$ cat src/rtl/shift_add_multiplier_if.sv
// Operand-entry and result bus for the shift-and-add multiplier.
interface shift_add_multiplier_if;
   logic        start;
   logic        toggle;
   logic        push;
   logic [15:0] user_input;
   logic [31:0] product;
   logic        valid;
   logic        busy;

   modport master (
      output start, toggle, push, user_input,
      input  product, valid, busy
   );

   modport slave (
      input  start, toggle, push, user_input,
      output product, valid, busy
   );
endinterface

$ cat src/rtl/shift_add_multiplier.sv
// Sequential 16x16 unsigned shift-and-add multiplier with an 8-digit
// multiplexed hex display of the product.
module shift_add_multiplier #(
   parameter int unsigned REFRESH_BITS = 17
) (
   input  logic                   clk,
   input  logic                   rst_n,
   shift_add_multiplier_if.slave  bus,
   output logic [6:0]             seg,
   output logic [7:0]             an
);

   localparam int unsigned OP_W   = 16;
   localparam int unsigned PROD_W = 32;
   localparam int unsigned CNT_W  = 4;
   localparam int unsigned DIG_W  = 3;

   localparam logic [0:0] IDLE     = 1'b0;
   localparam logic [0:0] MULTIPLY = 1'b1;

   localparam logic [CNT_W-1:0] LAST_ITER = CNT_W'(15);

   logic [0:0]        state_q, state_d;
   logic [OP_W-1:0]   mcand_q, mplier_q;
   logic [OP_W-1:0]   m_q, m_d;
   // Working register {acc, q}; the carry exists only inside sum_c because
   // the shift always moves it into acc[15] in the same cycle.
   logic [PROD_W-1:0] work_q, work_d;
   logic [CNT_W-1:0]  count_q, count_d;
   logic [PROD_W-1:0] product_q, product_d;
   logic              valid_q, valid_d;
   logic              busy_q, busy_d;
   logic [OP_W:0]     sum_c;

   logic [REFRESH_BITS-1:0] refresh_q;
   logic [DIG_W-1:0]        digit_c;
   logic [3:0]              nibble_c;
   logic [6:0]              glyph_c;
   logic [6:0]              seg_q;
   logic [7:0]              an_q;

   assign bus.product = product_q;
   assign bus.valid   = valid_q;
   assign bus.busy    = busy_q;
   assign seg         = seg_q;
   assign an          = an_q;

   // Operand registers; pushes are honoured in every state.
   always_ff @(posedge clk or negedge rst_n) begin
      if (!rst_n) begin
         mcand_q  <= '0;
         mplier_q <= '0;
      end else if (bus.push) begin
         if (bus.toggle) mplier_q <= bus.user_input;
         else            mcand_q  <= bus.user_input;
      end
   end

   // Multiplier state and datapath registers.
   always_ff @(posedge clk or negedge rst_n) begin
      if (!rst_n) begin
         state_q   <= IDLE;
         m_q       <= '0;
         work_q    <= '0;
         count_q   <= '0;
         product_q <= '0;
         valid_q   <= 1'b0;
         busy_q    <= 1'b0;
      end else begin
         state_q   <= state_d;
         m_q       <= m_d;
         work_q    <= work_d;
         count_q   <= count_d;
         product_q <= product_d;
         valid_q   <= valid_d;
         busy_q    <= busy_d;
      end
   end

   // Next-state logic: start/fast-path in IDLE, one add-and-shift per cycle in MULTIPLY.
   always_comb begin
      state_d   = state_q;
      m_d       = m_q;
      work_d    = work_q;
      count_d   = count_q;
      product_d = product_q;
      valid_d   = 1'b0;
      sum_c     = {1'b0, work_q[PROD_W-1:OP_W]} + (work_q[0] ? {1'b0, m_q} : (OP_W+1)'(0));

      case (state_q)
         IDLE: begin
            if (bus.start) begin
               if ((mcand_q == '0) || (mplier_q == '0)) begin
                  product_d = '0;
                  valid_d   = 1'b1;
               end else begin
                  m_d     = mcand_q;
                  work_d  = {OP_W'(0), mplier_q};
                  count_d = '0;
                  state_d = MULTIPLY;
               end
            end
         end
         MULTIPLY: begin
            work_d  = {sum_c, work_q[OP_W-1:1]};
            count_d = count_q + CNT_W'(1);
            if (count_q == LAST_ITER) begin
               product_d = work_d;
               valid_d   = 1'b1;
               state_d   = IDLE;
            end
         end
         default: state_d = IDLE;
      endcase

      busy_d = (state_d == MULTIPLY);
   end

   // Digit select and hex glyph lookup for the current refresh slot.
   always_comb begin
      digit_c  = refresh_q[REFRESH_BITS-1 -: DIG_W];
      nibble_c = product_q[{digit_c, 2'b00} +: 4];
      case (nibble_c)
         4'h0:    glyph_c = 7'b1000000;
         4'h1:    glyph_c = 7'b1111001;
         4'h2:    glyph_c = 7'b0100100;
         4'h3:    glyph_c = 7'b0110000;
         4'h4:    glyph_c = 7'b0011001;
         4'h5:    glyph_c = 7'b0010010;
         4'h6:    glyph_c = 7'b0000010;
         4'h7:    glyph_c = 7'b1111000;
         4'h8:    glyph_c = 7'b0000000;
         4'h9:    glyph_c = 7'b0010000;
         4'hA:    glyph_c = 7'b0001000;
         4'hB:    glyph_c = 7'b0000011;
         4'hC:    glyph_c = 7'b1000110;
         4'hD:    glyph_c = 7'b0100001;
         4'hE:    glyph_c = 7'b0000110;
         default: glyph_c = 7'b0001110;
      endcase
   end

   // Free-running refresh counter and registered display drive.
   always_ff @(posedge clk or negedge rst_n) begin
      if (!rst_n) begin
         refresh_q <= '0;
         an_q      <= 8'b1111_1110;
         seg_q     <= 7'b1000000;
      end else begin
         refresh_q <= refresh_q + REFRESH_BITS'(1);
         an_q      <= ~(8'(1) << digit_c);
         seg_q     <= glyph_c;
      end
   end

endmodule

$ cat src/flat_wrapper.sv
// flat-port wrapper written by rule: the top's interface ports become plain ports
module shift_add_multiplier_flat 
#(
   parameter int unsigned REFRESH_BITS = 17
)
  (clk, rst_n, seg, an, bus_start, bus_toggle, bus_push, bus_user_input, bus_product, bus_valid, bus_busy);
  shift_add_multiplier_if bus_i ();
  input  logic clk;
  input  logic rst_n;
  output logic [6:0] seg;
  output logic [7:0] an;
  input wire logic [$bits(bus_i.start)-1:0] bus_start;
  input wire logic [$bits(bus_i.toggle)-1:0] bus_toggle;
  input wire logic [$bits(bus_i.push)-1:0] bus_push;
  input wire logic [$bits(bus_i.user_input)-1:0] bus_user_input;
  output wire logic [$bits(bus_i.product)-1:0] bus_product;
  output wire logic [$bits(bus_i.valid)-1:0] bus_valid;
  output wire logic [$bits(bus_i.busy)-1:0] bus_busy;
  assign bus_i.start = bus_start;
  assign bus_i.toggle = bus_toggle;
  assign bus_i.push = bus_push;
  assign bus_i.user_input = bus_user_input;
  assign bus_product = bus_i.product;
  assign bus_valid = bus_i.valid;
  assign bus_busy = bus_i.busy;
  shift_add_multiplier #(.REFRESH_BITS(REFRESH_BITS)) u_core (.clk(clk), .rst_n(rst_n), .bus(bus_i), .seg(seg), .an(an));
endmodule
$ cat config.mk
export PLATFORM = sky130hd
export DESIGN_NAME = shift_add_multiplier_flat
export DESIGN_NICKNAME = d
export VERILOG_FILES = /design/src/rtl/shift_add_multiplier_if.sv /design/src/rtl/shift_add_multiplier.sv /design/src/flat_wrapper.sv
export SDC_FILE = /design/constraint.sdc
export NUM_CORES = 1
export LEC_CHECK = 0
export ABC_CLOCK_PERIOD_IN_PS = 6000
export BUFFER_PORTS_ARGS = -buffer_cell sky130_fd_sc_hd__clkbuf_2
export CAP_MARGIN = 20
export CORE_MARGIN = 3
export CORE_UTILIZATION = 25
export DETAILED_ROUTE_END_ITERATION = 8
export GPL_TIMING_DRIVEN = 0
export HOLD_SLACK_MARGIN = 0.08
export PLACE_DENSITY = 0.5
export SLEW_MARGIN = 20
export SYNTH_ARGS = -nofsm -noshare
export SYNTH_HDL_FRONTEND = slang
export SYNTH_SLANG_ARGS = --single-unit
$ cat constraint.sdc
create_clock -name clk -period 6 [get_ports clk]
set_input_delay 0.6 -clock clk [delete_from_list [all_inputs] [get_ports clk]]
set_output_delay 0.6 -clock clk [all_outputs]
set_load 0.05 [all_outputs]
=== Word-level counts from Yosys, hierarchy flattened ===
Memories as Yosys holds them, arrays and structs flattened. A register that Yosys moved wholly into a read port is not among the register bits.
Cells that the tools add are included.

* Flip-flop bits (word level): 143
* Bits in read-only memories: 112
* Input bits: 21
* Output and inout port bits: 49
* Logic and storage cells: 53
* Memories kept: 1

* $add $sub $neg: 3
* Equal/unequal tests: 5
* Shift operators: 2
* Muxes and demuxes: 19
* Bitwise operators: 4
* Reductions and logical operators: 9

{| class="wikitable"
|+ Memories
! memory !! words !! width !! read ports !! clocked after memory_dff !! write ports !! line !! text
|-
| (name not given) || 16 || 7 || 1 || 1 || 0 || shift_add_multiplier.sv:123 || <nowiki>case (nibble_c)</nowiki>
|}

{| class="wikitable"
|+ Operators with widths
! operator !! number
|-
| $mux 32 || 5
|-
| $pmux 32 s2 || 2
|-
| $logic_not 16->1 || 2
|-
| $shiftx 32x6->4 || 1
|-
| $add 16x17->17 || 1
|-
| $add 17x1->17 const B || 1
|-
| $mux 16 || 1
|-
| $mux 4 || 2
|-
| $not 8->8 || 1
|-
| $pmux 4 s2 || 1
|-
| $shl 1x3->8 const A || 1
|-
| $mux 1 || 6
|-
| $ne 2x2->1 const B || 3
|-
| $reduce_and 2->1 || 3
|-
| $reduce_and 3->1 || 2
|-
| $add 4x1->4 const B || 1
|-
| $eq 4x4->1 const B || 1
|-
| $pmux 1 s2 || 2
|-
| $not 1->1 || 3
|-
| $ne 2x1->1 const B || 1
|-
| $logic_not 1->1 || 1
|-
| $logic_or 1x1->1 || 1
|}

=== Logic depth before layout (Yosys ltp) ===
Gate-level depths: netlist of the first run.

* Depth after elaboration: 5
* Mapped depth: 10
* Gate-level depth less buffers: 10

=== Least setup slack after synthesis of the first run ===
No wires, ideal clock.

* Path type: reg2reg
* From: reg u_core.work_q[0]
* To: reg u_core.work_q[28]
* Library setup time: 0.122 ns
* Data arrival time: 2.190 ns
* Required time: 5.878 ns
* Slack: 3.689 ns
* Cell stages (with the launch flop): 11
* Path buffers: 1
* Period minus slack after synthesis: 2.311 ns
* Path through: dfrtp_1 > clkbuf_1 > nand2_1 > inv_1 > ha_1 > a211oi_2 > nor4_1 > nor2_1 > a21oi_1 > or3_1 > a32o_1

* Word-level cells in the longest chain between the ends: 3

{| class="wikitable"
|+ Ends and longest elaborated chain
! element !! line !! text
|-
| start: declaration || shift_add_multiplier.sv:28 || <nowiki>logic [PROD_W-1:0] work_q, work_d;</nowiki>
|-
| start signal: assignment || shift_add_multiplier.sv:72 || <nowiki>work_q <= work_d;</nowiki>
|-
| $mux 16 || shift_add_multiplier.sv:88 || <nowiki>sum_c = {1'b0, work_q[PROD_W-1:OP_W]} + (work_q[0] ? {1'b0, m_q} : (OP_W+1)'(0));</nowiki>
|-
| $add 16x17->17 || shift_add_multiplier.sv:88 ||
|-
| $pmux 32 s2 || shift_add_multiplier.sv:90 || <nowiki>case (state_q)</nowiki>
|}

Every way passes these cells.
A chain may end at the register's enable or synchronous reset.

=== Worst setup path in the final report of the first run ===
* From: reg u_core.work_q[0]
* To: reg u_core.work_q[29]

Same word-level chain as after synthesis.

==> qor.txt, run 1 <==
Skew final - 0.00752 ns
Post-Route M1 WL - 9540 um
Leakage - 0.00392 uW
WP data arrival - 3.11 ns
Area grow syn2layout - 20.8%
Worst stage delay on the critical path - 0.43 ns
Starting Density - 0.259
Vias in the first global route - 4777
Worst-skew pair later-pin latency - 0.42 ns
Final period utilization - 0.460
Clock Pin Slew Worst Setup and Hold Paths - 0.06 ns
Synth cell count leaders - 142 x dfrtp_1, 64 x nand2_1, 50 x mux2_2
Initial antenna violation count - 0
Post-route setup TNS - 0 ns
Core Box Area - 27300 um^2
Detailed-router iteration count before antenna repair - 6
Sequential standard cell area - 3760 um^2
Hold-fix buffers, CTS - 0
Synth async-reset ratio - 1.00
Max IR drop VDD - 0.163 mV
CTS HTree Levels - 4
Worst slew pin tran - 0.994 ns
Postcts setup bufs - 0
CTS Buf Count - 17
Critical path's slowest cell - dfrtp_1
CP cell instances - clkbuf_1 -> and2_1 -> ha_1 -> clkbuf_2 -> a21oi_1 -> o211ai_1 -> nor3_1 -> o31ai_2 -> xnor2_1 -> a22o_1
Post-CTS sizing - 0
Routability cong. - 0.819
Largest fanout on the critical path - 10
Clk root buf - clkbuf_16
Met2 WL post-DR - 7390 um
FF+latch count, synth - 150
Crit path time final - 2.76 ns
Critical path class - reg2reg
Critical Path Source Type - flip-flop
Top cells by area, synth - dfrtp_1 50%, mux2_2 8.0%, ha_1 4.3%
Pwr per Cell Area - 542 nW/um^2
Syn avg cell area - 11.8 um^2
Achievable frequency - 0.363 GHz
Synthesized Nets - 644
First-pass GRT wire length - 28600 um
Io pins - 70
Worst min path class - in2async
Post-route DRC violation count - 0
Yosys warnings - 0
Final WL - 17900 um
RSZ-0062 raised after global routing - no
DR WL/cell - 16.7 um
Worst setup EP type - flip-flop
Layout cells sized above 1 - 0.269
DR vias - 4906
Leading area contributor after synthesis - dfrtp_1
Clock buffer depth - 2
CTS tree - built
Clock sinks - 150
Final Hold Viols - 0
Max_cap viols - 0
Detailed Route Iter0 Violations - 340
Final ANT Viol Nets - 0
Top-count cell post-synth - dfrtp_1
Top delay family on crit path - compound AO/OA/AOI/OAI gates
Total global routing overflow - 0
# fillers - 2854
Routed vias/inst - 4.58
Mapped Cells - 598
Share of Yosys cell area claimed by the top area cell type - 0.503
Top FF cell, synth - dfrtp_1
Multi-input logic area - 3110 um^2
Die ar. - 30300 um^2
Synth unique cells - 55
Hpwl dp - 13400 um
Buffers on Ports - 69
Final Max Slew Viols - 0
WP data required - 6.36 ns
Worst rel slew slack - 0.335
Chip width - 174 um
Final nets - 733
WP buf/inv - 2
Final setup violation count - 0
Hold slack - 0.167 ns
Die H - 174 um
Total Routing Usage GR - 0.122
Status - finished, final reports clean
Largest net degree at the start of global routing - 79
Max layer used - met4
Post-synth EDFFs - 0
Met3 routed WL - 811 um
Row count - 60
Synthesized area - 7060 um^2
Antenna cells - 0
Register area share after synthesis - 0.533
through the flow:
stage	util	total power, uW	instances	cell area, um^2	worst slack (ns)
after floorplan	-	2950	598	7060	3.69
after global placement	0.288	3490	1039	7880	1.55
after detailed placement	0.290	3520	1040	7910	3.24
after CTS	0.312	4660	1072	8530	3.20
after global routing	0.312	4920	1072	8530	2.92
final	0.312	4620	1072	8530	3.24
per-layer routing:
layer,GRT usage,vias up
met5,0,-
met4,0.0302,0
met3,0.0301,11
met2,0.168,102
met1,0.188,2449
li1,-,2344
state kept, by name (all words and copies together) (netlist names):
| register | flops |
|---|---|
| u_core.bus.valid | 1 |
| u_core.an | 8 |
| u_core.refresh_q | 17 |
| u_core.count_q | 4 |
| u_core.state_q | 1 |
| u_core.bus.product | 32 |
| u_core.mplier_q | 16 |
| u_core.seg | 7 |
| u_core.work_q | 32 |
| u_core.m_q | 16 |
| u_core.mcand_q | 16 |
power by group:
group	switching (uW)	internal, uW	total, uW
clock network	444	682	1130
registers	287	1340	1630
logic	1190	672	1870
total	1920	2700	4620
cell type report:
class,instances,area share
flip-flops and latches,150,0.441
multi-input cells,405,0.365
well taps,372,0.0546
clock buffers,19,0.0531
repair buffers,70,0.0447
clock inverters,13,0.0197
plain buffers,29,0.0157
inverters,14,0.00616
layout by cell type (no fill, tap or decap), types with 4 or more instances in the layout:
| cell type | n |
|---|---|
| o211ai_1 | 4 |
| nor3_1 | 4 |
| o21ai_0 | 32 |
| a211oi_1 | 5 |
| dfrtp_1 | 142 |
| clkbuf_16 | 17 |
| inv_1 | 14 |
| a21o_1 | 5 |
| xnor2_1 | 19 |
| and2_1 | 15 |
| nand4_1 | 9 |
| clkbuf_2 | 69 |
| mux2_2 | 50 |
| nand2b_1 | 6 |
| a22o_1 | 34 |
| mux4_2 | 7 |
| nand3_1 | 18 |
| inv_6 | 4 |
| buf_2 | 7 |
| mux2i_1 | 21 |
| clkbuf_1 | 17 |
| ha_1 | 24 |
| nand2_1 | 64 |
| nor2_1 | 19 |
| xor2_1 | 7 |
| dfstp_2 | 8 |
| nor4_1 | 9 |
| a21oi_1 | 12 |
logic make-up after synthesis:
logic type | count (synthesis) | synth area share
AND/OR/NAND/NOR | 159 | 0.109
multiplexers | 82 | 0.142
flip-flops | 150 | 0.533
adder cells (fa/ha/maj) | 25 | 0.0453
buffers and inverters | 43 | 0.0264
XOR/XNOR | 26 | 0.0322
AO/OA/AOI/OAI | 113 | 0.112
worst paths after layout:
check                           depth (start not counted)  slack, ns                               to                     startpoint
max in group asynchronous                               2       5.03   u_core.mcand_q[11]$_DFFE_PN0P_                          rst_n
worst max register to register                         10       3.24    u_core.work_q[29]$_DFFE_PN0P_   u_core.work_q[0]$_DFFE_PN0P_
worst min-delay path                                    1       0.17       u_core.bus.valid$_DFF_PN0_                          rst_n
worst max-delay path                                   10       3.24    u_core.work_q[29]$_DFFE_PN0P_   u_core.work_q[0]$_DFFE_PN0P_
worst min register to register                          1       0.47    u_core.refresh_q[0]$_DFF_PN0_  u_core.refresh_q[0]$_DFF_PN0_
min in group clk                                        2       0.43  u_core.mplier_q[15]$_DFFE_PN0P_             bus_user_input[15]
Power figures use the tool's default switching activity.
==> run 2: changes to the inputs <==
--- a/config.mk
+++ b/config.mk
@@ -5,7 +5,8 @@
 export SDC_FILE = /design/constraint.sdc
 export NUM_CORES = 1
 export LEC_CHECK = 0
-export ABC_CLOCK_PERIOD_IN_PS = 6000
+export ABC_AREA = 1
+export ABC_CLOCK_PERIOD_IN_PS = 2520
 export BUFFER_PORTS_ARGS = -buffer_cell sky130_fd_sc_hd__clkbuf_2
 export CAP_MARGIN = 20
 export CORE_MARGIN = 3
@@ -13,7 +14,7 @@
 export DETAILED_ROUTE_END_ITERATION = 8
 export GPL_TIMING_DRIVEN = 0
 export HOLD_SLACK_MARGIN = 0.08
-export PLACE_DENSITY = 0.5
+export PLACE_DENSITY = 0.52
 export SLEW_MARGIN = 20
 export SYNTH_ARGS = -nofsm -noshare
 export SYNTH_HDL_FRONTEND = slang
==> constraint.sdc (replaced) <==
create_clock -name clk -period 2.52 [get_ports clk]
set_input_delay 0.252 -clock clk [delete_from_list [all_inputs] [get_ports clk]]
set_output_delay 0.252 -clock clk [all_outputs]
set_load 0.05 [all_outputs]
==> run 2 against run 1 <==
  * Sequential share of layout area down 1.5 points
  * Wire length grew 5.9%
  * Fmax grew 20%
  * Design area is 3.5% higher
  * Highest routed layer unchanged
  * Critical path depth is 3 higher
  * Synthesized area increased by 4.6%
  * Power is 130% higher
  * Count of clock-buffer cells in the layout stayed put
  * First-iteration DRC count rose by 15%
  * Global-route usage up 0.23 points
==> qor.txt, run 2 <==
Combinational cell fraction of total power - 0.404
Post-synth EDFFs - 0
Leakage - 0.00472 uW
Status - finished, final reports clean
Hpwl dp - 14600 um
Leading area contributor after synthesis - dfrtp_1
Top FF cell, synth - dfrtp_1
Worst-skew pair later-pin latency - 0.43 ns
Skew final - 0.0141 ns
Yosys warnings - 0
Mapped Cells - 926
Flop pwr share - 0.357
Net Sw Frac - 0.443
Routed vias/inst - 4.26
Total Routing Usage GR - 0.124
Total global routing overflow - 0
Post-synthesis mux area share - 0
Starting Density - 0.255
Routability cong. - 0.864
Pint - 5830 uW
Synthesized area - 7390 um^2
# fillers - 3126
First-pass GRT wire length - 30900 um
Vias in the first global route - 5793
Synth Area in Compound Gates - 0.0669
Die H - 178 um
Final ANT Viol Nets - 0
Worst slew pin tran - 0.647 ns
Post-Place Setup Slack - -0.0905 ns
Max_cap viols - 0
Share of Yosys cell area claimed by the top area cell type - 0.481
FF+latch count, synth - 150
Final WL - 18900 um
DR WL/cell - 13.4 um
Io pins - 70
Pwr per Cell Area - 1180 nW/um^2
Worst reg2reg path depth - 13
Register area share after synthesis - 0.509
Buffers on Ports - 69
Leading cell type in the layout, fill and taps excluded - nand2_1
Row count - 62
Critical Path Source Type - flip-flop
Design Power - 10500 uW
Final setup violation count - 0
FF-to-FF Start - u_core.work_q[0]$_DFFE_PN0P_
Reg2Reg Setup Slack - 0.22 ns
Antenna cells - 0
CTS HTree Levels - 4
Die ar. - 31600 um^2
Achievable frequency - 0.435 GHz
Synth async-reset ratio - 1.00
Final Hold Viols - 0
Postcts setup bufs - 0
RSZ-0062 raised after global routing - no
Initial antenna violation count - 0
Layout cells sized above 1 - 0.146
Synth unique cells - 38
Critical Path End - u_core.bus.product[26]$_DFFE_PN0P_
Post-route DRC violation count - 0
DR vias - 6019
Detailed Route Iter0 Violations - 392
Worst setup EP type - flip-flop
Top cells by area, synth - dfrtp_1 48%, nand2_1 19%, inv_1 5.0%
Crit path time final - 2.30 ns
Synthesized Nets - 972
Clock sinks - 150
Largest fanout on the critical path - 10
Syn avg cell area - 7.98 um^2
Area grow syn2layout - 19.6%
Clk root buf - clkbuf_16
Clock power share - 0.239
Hold slack - 0.0981 ns
Sw power - 4640 uW
Final period utilization - 0.911
WP data arrival - 2.60 ns
Largest family of logic cells by synthesized area - simple AND/OR/NAND/NOR gates
WP data required - 2.83 ns
Clock Pin Slew Worst Setup and Hold Paths - 0.06 ns
Detailed-router iteration count before antenna repair - 6
Setup slack after layout - 0.224 ns
Synth Area in XOR/XNOR - 0.0178
Top-count cell post-synth - nand2_1
Max IR drop VDD - 0.471 mV
Final nets - 1061
Clock buffer depth - 2
Core Box Area - 28900 um^2
Most frequent cells in the layout - 371 x nand2_1, 141 x dfrtp_1, 99 x inv_1, 69 x clkbuf_2, 61 x nand3_1
CTS tree - built
Chip width - 178 um
Critical path class - reg2reg
Largest net degree at the start of global routing - 80
Final Max Slew Viols - 0
CTS Buf Count - 17
Worst rel slew slack - 0.569
Synth cell count leaders - 371 x nand2_1, 142 x dfrtp_1, 99 x inv_1
Reg-to-Reg End - u_core.bus.product[26]$_DFFE_PN0P_
Synth Area in Adders - 0.0434
CP startpoint - u_core.work_q[0]$_DFFE_PN0P_
Simple logic cell fraction of the synthesized area - 0.289
Worst min path class - in2reg
## run 2: changes by cell type after synthesis, moves of 14 or more
cell,delta
nand2_1,+307
inv_1,+85
mux2_2,-50
nand3_1,+43
a22o_1,-34
nor2_1,+27
o21ai_0,+26
mux2i_1,-21
xnor2_1,-16
and2_1,-14
## run 2: how the worst min path moves through the flow
stage,cells past startpoint,endpoint,startpoint,slack [ns]
after global placement,1,u_core.refresh_q[0]$_DFF_PN0_,u_core.refresh_q[0]$_DFF_PN0_,0.44
final,3,u_core.mplier_q[1]$_DFFE_PN0P_,bus_user_input[1],0.1
after detailed placement,1,u_core.bus.product[30]$_DFFE_PN0P_,rst_n,0.34
after floorplan,0,u_core.an[0]$_DFF_PN0_,rst_n,-0.04
after global routing,3,u_core.mcand_q[15]$_DFFE_PN0P_,bus_user_input[15],0.11
after CTS,3,u_core.mcand_q[0]$_DFFE_PN0P_,bus_user_input[0],0.09
## run 2: repair_timing
item                       CTS  global route
gates resized for setup      1             2
hold endpoints to repair    70             0
setup endpoints to repair    9             4
gates cloned                 0             0
hold buffers                 1             0
## run 2: final cells by class
cell class | instances | area (um^2) | share of cell area
multi-input cells | 647 | 3080 | 0.349
flip-flops and latches | 150 | 3760 | 0.426
clock inverters | 13 | 124 | 0.0140
clock buffers | 19 | 453 | 0.0513
repair buffers | 71 | 392 | 0.0443
well taps | 384 | 480 | 0.0544
inverters | 102 | 383 | 0.0433
plain buffers | 26 | 159 | 0.0180
## run 2: critical path: stages, from the launching register on
cell	delay, ns
dfrtp_2	0.47
clkbuf_2	0.20
nand2_1	0.09
inv_1	0.05
ha_1	0.34
nand2_1	0.17
inv_1	0.06
nand2_1	0.06
nand2_1	0.08
inv_1	0.06
nand3_1	0.09
or2_2	0.29
nand3_1	0.16
nand2_1	0.07
## run 2: logic make-up after synthesis
group           Yosys count
compound gates           93
simple gates            514
xor+xnor                 15
buf+inv                 129
flops                   150
fa+ha+maj                25
## run 2: power by group through the flow
| stage | clock network [uW] | registers (uW) | logic (uW) |
|---|---|---|---|
| 3_5_place_dp | 0 | 3770 | 4270 |
| 2_1_floorplan | 0 | 4610 | 2170 |
| 3_3_place_gp | 0 | 3770 | 4210 |
| 4_1_cts | 2550 | 3750 | 4270 |
| 6_report | 2500 | 3740 | 4230 |
| 5_1_grt | 2670 | 3830 | 4770 |
## run 2: metal layers
metal,up-vias,part of all wire,GRT usage
met5,-,0,0
li1,3103,-,-
met2,109,0.42,0.178
met4,0,0.0096,0.0285
met3,18,0.047,0.0302
met1,2789,0.52,0.187
## run 2: stage by stage
stage / setup TNS, ns / cells / cell area, um^2 / utilization
6_report: 0 / 1412 / 8830 / 0.305
5_1_grt: 0 / 1412 / 8830 / 0.305
4_1_cts: 0 / 1412 / 8830 / 0.305
3_5_place_dp: -0.187 / 1380 / 8250 / 0.285
3_3_place_gp: -221.17 / 1379 / 8210 / 0.284
2_1_floorplan: 0 / 926 / 7390 / -
